<file path="src/rtl/faha.sv">
// Registered ripple-carry adder built from half-adder pairs: {cout,sum}=a+b+c.
// Ports: clk, rst_n, in_valid, a, b, c -> sum, cout, out_valid (+ovf with FAHA_OVF_EN).
module faha #(
  parameter int WIDTH = 1
) (
  input  logic             clk,
  input  logic             rst_n,
  input  logic             in_valid,
  input  logic [WIDTH-1:0] a,
  input  logic [WIDTH-1:0] b,
  input  logic             c,
  output logic [WIDTH-1:0] sum,
  output logic             cout,
`ifdef FAHA_OVF_EN
  output logic             ovf,
`endif
  output logic             out_valid
);

  logic [WIDTH:0]   carry;
  logic [WIDTH-1:0] sum_d;
  logic [WIDTH-1:0] sum_q;
  logic             cout_q;
  logic             vld_q;

  assign carry[0] = c;

  for (genvar i = 0; i < WIDTH; i++) begin : g_bit
    logic t, g, p;
    // HA1: operand bits
    assign t = a[i] ^ b[i];
    assign g = a[i] & b[i];
    // HA2: fold in the ripple carry
    assign sum_d[i] = t ^ carry[i];
    assign p = t & carry[i];
    assign carry[i+1] = g | p;
  end

  always_ff @(posedge clk or negedge rst_n) begin
    if (!rst_n) begin
      sum_q  <= '0;
      cout_q <= 1'b0;
      vld_q  <= 1'b0;
    end else begin
      vld_q <= in_valid;
      if (in_valid) begin
        sum_q  <= sum_d;
        cout_q <= carry[WIDTH];
      end
    end
  end

`ifdef FAHA_OVF_EN
  logic ovf_q;

  // signed overflow: carry into MSB differs from carry out of it
  always_ff @(posedge clk or negedge rst_n) begin
    if (!rst_n) begin
      ovf_q <= 1'b0;
    end else if (in_valid) begin
      ovf_q <= carry[WIDTH] ^ carry[WIDTH-1];
    end
  end

  assign ovf = ovf_q;
`endif

  assign sum       = sum_q;
  assign cout      = cout_q;
  assign out_valid = vld_q;

endmodule

</file>
<file path="config.mk">
export PLATFORM = sky130hd
export DESIGN_NAME = faha
export DESIGN_NICKNAME = d
export VERILOG_FILES = /design/src/rtl/faha.sv
export SDC_FILE = /design/constraint.sdc
export NUM_CORES = 1
export LEC_CHECK = 0
export CAP_MARGIN = 5
export CORE_AREA = 2 2 39 41
export CTS_BUF_LIST = sky130_fd_sc_hd__clkbuf_8
export DETAILED_ROUTE_END_ITERATION = 8
export DIE_AREA = 0 0 41 43
export GPL_ROUTABILITY_DRIVEN = 1
export PLACE_DENSITY = 0.38
export SLEW_MARGIN = 20
export SYNTH_ARGS = -nofsm -noshare
export SYNTH_HDL_FRONTEND = slang
export SYNTH_SLANG_ARGS = --single-unit
</file>
<file path="constraint.sdc">
create_clock -name clk -period 1 [get_ports clk]
set_clock_uncertainty 0.1 [all_clocks]
set_input_delay 0.3 -clock clk [delete_from_list [all_inputs] [get_ports clk]]
set_output_delay 0.3 -clock clk [all_outputs]
set_load 0.005 [all_outputs]
</file>
==> out/results.tsv, run 1 <==
stage	metric	value	unit
route	DRC	0	
route	Via Count	111	
route	via/cell ratio	3.00	
sta	Max Fclk	889	MHz
status	outcome	finished, violations left	
global_routing	initial antenna violation count	0	
yosys	Avg Synthesized Cell Area	19.6	µm²
power_and_ir_drop	pwr dens	2190	nW/µm²
min_path	Worst Hold Class	primary input to async pin	
yosys	synth top area cells	dfrtp_1 (64%), mux2_2 (19%), fa_1 (17%)	
floorplanning	die area	1760	µm²
yosys	flops & latches, synth	3	
worst_setup_path	CP arrival	720	ps
layout	Synth-to-Final Area Change	130	%
worst_setup_path	critical-path cell list	buf_2	
power_and_ir_drop	Peak supply drop	0.748	mV
route	drt wl/cell	9.14	µm
floorplanning	FP Rows	14	
worst_setup_path	Req. time, crit path	600	ps
layout	Core Util, Final	19.5	%
sta	Setup WS post-layout	-125	ps
yosys	synth warn	0	
route	ANT nets after route	0	
sta	Final Max Tran Viols	0	
clock_network	CTS Buf Count	3	
worst_setup_path	family with the most delay on the worst path	flip-flops	
yosys	top-area cell type share of the netlist area	63.8	%
floorplanning	Die Width	41	µm
yosys	Post-Syn Area	118	µm²
flow_run	Max-cap violations	0	
clock_network	CTS root buf	clkbuf_8	
power_and_ir_drop	Pleak	0.134	nW
yosys	sequential fraction of the synthesis area	63.8	%
worst_setup_path	Worst path slowest cell	dfrtp_1	
worst_setup_path	crit-path max FO	2	
sta	Worst-Margin Slew	171	ps
sta	RSZ-0062 raised after global routing	true	
yosys	Synth area leader	dfrtp_1	
worst_setup_path	Critical Path Start Type	flop	
worst_setup_path	Levels on crit path	1	
floorplanning	core area	1380	µm²
layout	Fillers	149	
global_routing	vias in the first global route	125	
clock_network	CTS Hold Bufs	0	
worst_setup_path	Critical Path Max Stage Delay	370	ps
sta	endpoints failing setup	5	
yosys	Synth Net Count	13	
worst_setup_path	kind of critical path	flop to output pin	
worst_setup_path	Crit. End Element	output pin	
global_routing	first-pass GRT wire length	503	µm
route	final WL	338	µm
layout	Post-layout nets	29	
worst_setup_path	Crit Reg-Reg Startpoint	sum	
layout	diodes inserted	0	
clock_network	Clock transition at path regs	30	ps
route	drt pass-1 iters	2	
floorplanning	Die Height	43	µm
worst_setup_path	crit path from	sum	
global_routing	GRT Overall Usage	5.35	%
clock_network	H-tree Lvls	1	
placed_design	worst slack, placed	-722	ps
route	Iteration-0 DRC Markers	2	
clock_network	Clock Path Buffers	2	
sta	Final min period	1120	ps
floorplanning	I/O pins	9	
worst_setup_path	Bufs and invs on worst path	1	
yosys	Syn Inst Count	6	
sta	Final Cycle Share	112	%
clock_network	CTS tree	yes	
sta	headroom to the max-slew limit	88.6	%
yosys	post-synth cell types	3	
sta	final hold vios	0	
floorplanning	Initial Util	8.50	%
layout	layout cells sized above 1	71.4	%
placed_design	GPL Wtd Cong	0.589	
clock_network	clk_lat worst skew	220	ps
global_routing	gr ovfl total	0	
status	violated checks	negative setup slack	
global_routing	largest net degree at the start of global routing	4	
placed_design	I/O Buffers	8	
worst_setup_path	FF-to-FF path depth	3	
clock_network	Sink Count	3	
## stage by stage
step,hold WS [ps],instance area (µm²),setup TNS (ps),total power [W],cells
final,173,270,-442,0.000592,37
after CTS,178,263,-442,0.000586,36
after global routing,184,270,-513,0.000621,37
after global placement,389,231,-1960,0.000232,31
after floorplan,-95.6,124,-327,0.000167,6
after detailed placement,401,231,-2000,0.000236,31
## logic make-up after synthesis
logic type | synth area share, %
adder cells (fa/ha/maj) | 17.0
flip-flops | 63.8
multiplexers | 19.1
## worst reg2reg max path, delay by kind of cell, from the launching register on
| kind | cells | cell delay (ps) |
|---|---|---|
| buffers and inverters | 2 | 250 |
| multiplexers | 1 | 260 |
| flip-flops | 1 | 370 |
## final cells by class
type | instances | area [µm²] | share of cell area [%]
Tap cell | 16 | 20.0 | 7.41
Timing Repair Buffer | 11 | 77.6 | 28.7
Sequential cell | 3 | 75.1 | 27.8
Clock buffer | 3 | 41.3 | 15.3
Clock inverter | 1 | 3.75 | 1.39
Multi-Input combinational cell | 3 | 52.6 | 19.4
## cells in the mapped netlist
master and count:
fa_1 1, dfrtp_1 3, mux2_2 2
## state kept, by name, summed over array words and instances, names as in the netlist
register,cells
sum,1
cout,1
out_valid,1
## placed cells by master (no fill, tap or decap)
cell type and count:
clkdlybuf4s50_1 1, buf_6 1, dfrtp_1 3, fa_2 1
buf_4 3, dlygate4sd2_1 1, clkbuf_8 3, inv_1 1
mux2_4 2, buf_2 5
## report_power, final
group          leakage (nW)  switching [W]  internal [W]  total (W)
Sequential           0.0350     0.00000793      0.000138   0.000145
Clock                0.0269      0.0000850      0.000262   0.000347
Combinational        0.0723      0.0000311     0.0000690   0.000100
## layer usage
| metal | vias up | track usage [%] | wire length, µm |
|---|---|---|---|
| met4 | 0 | 8.00 | 8 |
| met3 | 2 | 5.24 | 65 |
| li1 | 49 | - | - |
| met2 | 11 | 4.38 | 117 |
| met5 | - | 0 | 0 |
| met1 | 49 | 5.56 | 147 |
## timing repair
item	4_1_cts	5_1_grt
pin swaps	1	1
gates resized for setup	27	0
buffers inserted	1	1
setup endpoints to repair	5	5
## worst paths after layout
kind | endpoint | slack [ps]
worst max-delay path | sum | -120
worst min-delay path | sum | 170
worst max register to register | sum | -110
worst min register to register | cout | 490
max in group asynchronous | out_valid | 470
min in group clk | out_valid | 330
Note: power is estimated with default switching activity, not from simulation.
==> run 2, diff against run 1 <==
- ABC_CLOCK_PERIOD_IN_PS: unset -> 1000
- MAX_ROUTING_LAYER: unset -> met4
==> results of run 2 <==
Same layout as run 1: the final DEF is identical, and so are final timing and power.
Main changes from that run: final weighted congestion in routability-driven placement 0.589 -> 0.593; overall routing resource usage 5.35% -> 5.48%
==> run 3, diff against run 2 <==
==> constraint.sdc (replaced) <==
create_clock -name clk -period 1 [get_ports clk]
set_clock_uncertainty 0.1 [all_clocks]
set_input_delay 0.15 -clock clk [delete_from_list [all_inputs] [get_ports clk]]
set_output_delay 0.15 -clock clk [all_outputs]
set_load 0.005 [all_outputs]
==> run 3 against run 2 <==
The flow now finishes without violations; worst hold slack lost 160 ps; via count shrank 9.9%; clock power shrank 2%; core utilization shrank 0.99 points; routed wire length shrank 8.6%; die area is the same; non-clock buffer count shrank 1; sequential power is essentially flat; final area shrank 5.1%; cell count shrank 2.7%; maximum frequency grew 15%; largest cell class is now sequential cells; largest power group unchanged.
==> out/results.tsv, run 3 (synthesis gave the netlist of run 1 again) <==
stage	metric	value	unit
clock_network	clk_lat worst skew	210	ps
clock_network	H-tree Lvls	1	
clock_network	Clock Path Buffers	2	
sta	headroom to the max-slew limit	88.8	%
route	drt wl/cell	8.58	µm
route	Iteration-0 DRC Markers	0	
floorplanning	Initial Util	8.50	%
clock_network	Sink Count	3	
worst_setup_path	Req. time, crit path	990	ps
power_and_ir_drop	pwr dens	2210	nW/µm²
route	via/cell ratio	2.78	
global_routing	gr ovfl total	0	
floorplanning	die area	1760	µm²
worst_setup_path	Worst path slowest cell	fa_2	
global_routing	largest net degree at the start of global routing	4	
global_routing	initial antenna violation count	0	
sta	RSZ-0062 raised after global routing	true	
layout	diodes inserted	0	
sta	final hold vios	0	
route	ANT nets after route	0	
clock_network	CTS Hold Bufs	0	
worst_setup_path	kind of critical path	primary input to flop	
layout	layout cells sized above 1	70.0	%
clock_network	CTS Buf Count	3	
clock_network	Clock transition at path regs	30	ps
floorplanning	Die Height	43	µm
placed_design	I/O Buffers	8	
floorplanning	I/O pins	9	
sta	Final Max Tran Viols	0	
layout	fin cells	36	
worst_setup_path	Critical Path Start Type	primary input	
floorplanning	Die Width	41	µm
power_and_ir_drop	Pleak	0.127	nW
layout	Post-layout nets	28	
route	DRC	0	
route	Via Count	100	
clock_network	CTS tree	yes	
sta	endpoints failing setup	0	
placed_design	DP Cell Count	31	
worst_setup_path	Crit. End Element	flop	
placed_design	GPL Wtd Cong	0.593	
global_routing	GRT Overall Usage	5.59	%
floorplanning	core area	1380	µm²
global_routing	vias in the first global route	128	
min_path	Worst Hold Class	primary input to async pin	
placed_design	worst slack, placed	-586	ps
sta	Final min period	977	ps
layout	Synth-to-Final Area Change	118	%
worst_setup_path	CP arrival	970	ps
sta	Max Fclk	1020	MHz
sta	Setup WS post-layout	23.3	ps
sta	Worst-Margin Slew	168	ps
route	final WL	309	µm
worst_setup_path	crit-path max FO	1	
worst_setup_path	critical-path cell list	buf_2 > fa_2 > mux2_4	
sta	Final Cycle Share	97.7	%
flow_run	Max-cap violations	0	
power_and_ir_drop	overall power	0.000568	W
status	outcome	completed	
power_and_ir_drop	Peak supply drop	0.530	mV
worst_setup_path	Critical Path Max Stage Delay	450	ps
floorplanning	FP Rows	14	
clock_network	CTS root buf	clkbuf_8	
route	drt pass-1 iters	1	
layout	leading cell types in the layout, fill and taps excluded	buf_2 (6), clkbuf_8 (3), dfrtp_1 (3), mux2_4 (2), buf_4 (2)	
layout	commonest non-fill, non-tap cell in the layout	buf_2	
global_routing	first-pass GRT wire length	503	µm
[run 3: cell types whose count changed in the layout (fill, tap and decap cells not counted), sizes merged]
cell and delta:
buf -1
[run 3: report_power, final]
| group | leakage [nW] | internal [W] | switching, W |
|---|---|---|---|
| sequential | 0.0350 | 0.000138 | 0.00000668 |
| clock | 0.0269 | 0.000261 | 0.0000795 |
| combinational | 0.0654 | 0.0000566 | 0.0000260 |
[run 3: repair_timing]
action,4_1_cts,5_1_grt
buffers inserted,1,0
endpoints found under the setup margin,5,1
hold endpoints to repair,0,0
pin swaps,1,0
gates resized for setup,26,0
[run 3: per-stage QoR]
step                      TNS (ps)  hold slack (ps)  util [%]  area [µm²]
after floorplan              -56.1             -246         -         124
after global placement       -1200              239      16.7         231
after detailed placement     -1250              239      16.7         231
after CTS                        0             12.0      18.5         256
after global routing         -2.50             31.4      18.5         256
final                            0             15.6      18.5         256
[run 3: final timing paths]
kind	startpoint	endpoint	slack [ps]	depth (start not counted)
worst max-delay path	a	sum	20	3
worst min-delay path	rst_n	cout	20	1
worst max register to register	sum	sum	20	2
worst min register to register	cout	cout	480	2
max in group asynchronous	rst_n	out_valid	650	1
min in group clk	in_valid	out_valid	180	1
[run 3: layer usage]
| metal | routed length [µm] | share of wire, % | global-route usage [%] |
|---|---|---|---|
| met4 | 0 | 0 | 10.0 |
| met1 | 141 | 46 | 5.57 |
| met3 | 48 | 16 | 3.14 |
| met5 | 0 | 0 | - |
| met2 | 119 | 39 | 5.00 |
[run 3: cell type report]
| cell class | instances | area (µm²) |
|---|---|---|
| fill | 152 | 1130 |
| multi-input combinational | 3 | 52.6 |
| sequential | 3 | 75.1 |
| tap | 16 | 20.0 |
| clock buffer | 3 | 41.3 |
| clock inverter | 1 | 3.75 |
| timing repair buffer | 10 | 63.8 |
[run 3: critical path, delay by kind of cell]
family | cells | cell delay, ps
buffers and inverters | 1 | 110
adder cells (fa/ha/maj) | 1 | 450
multiplexers | 1 | 260
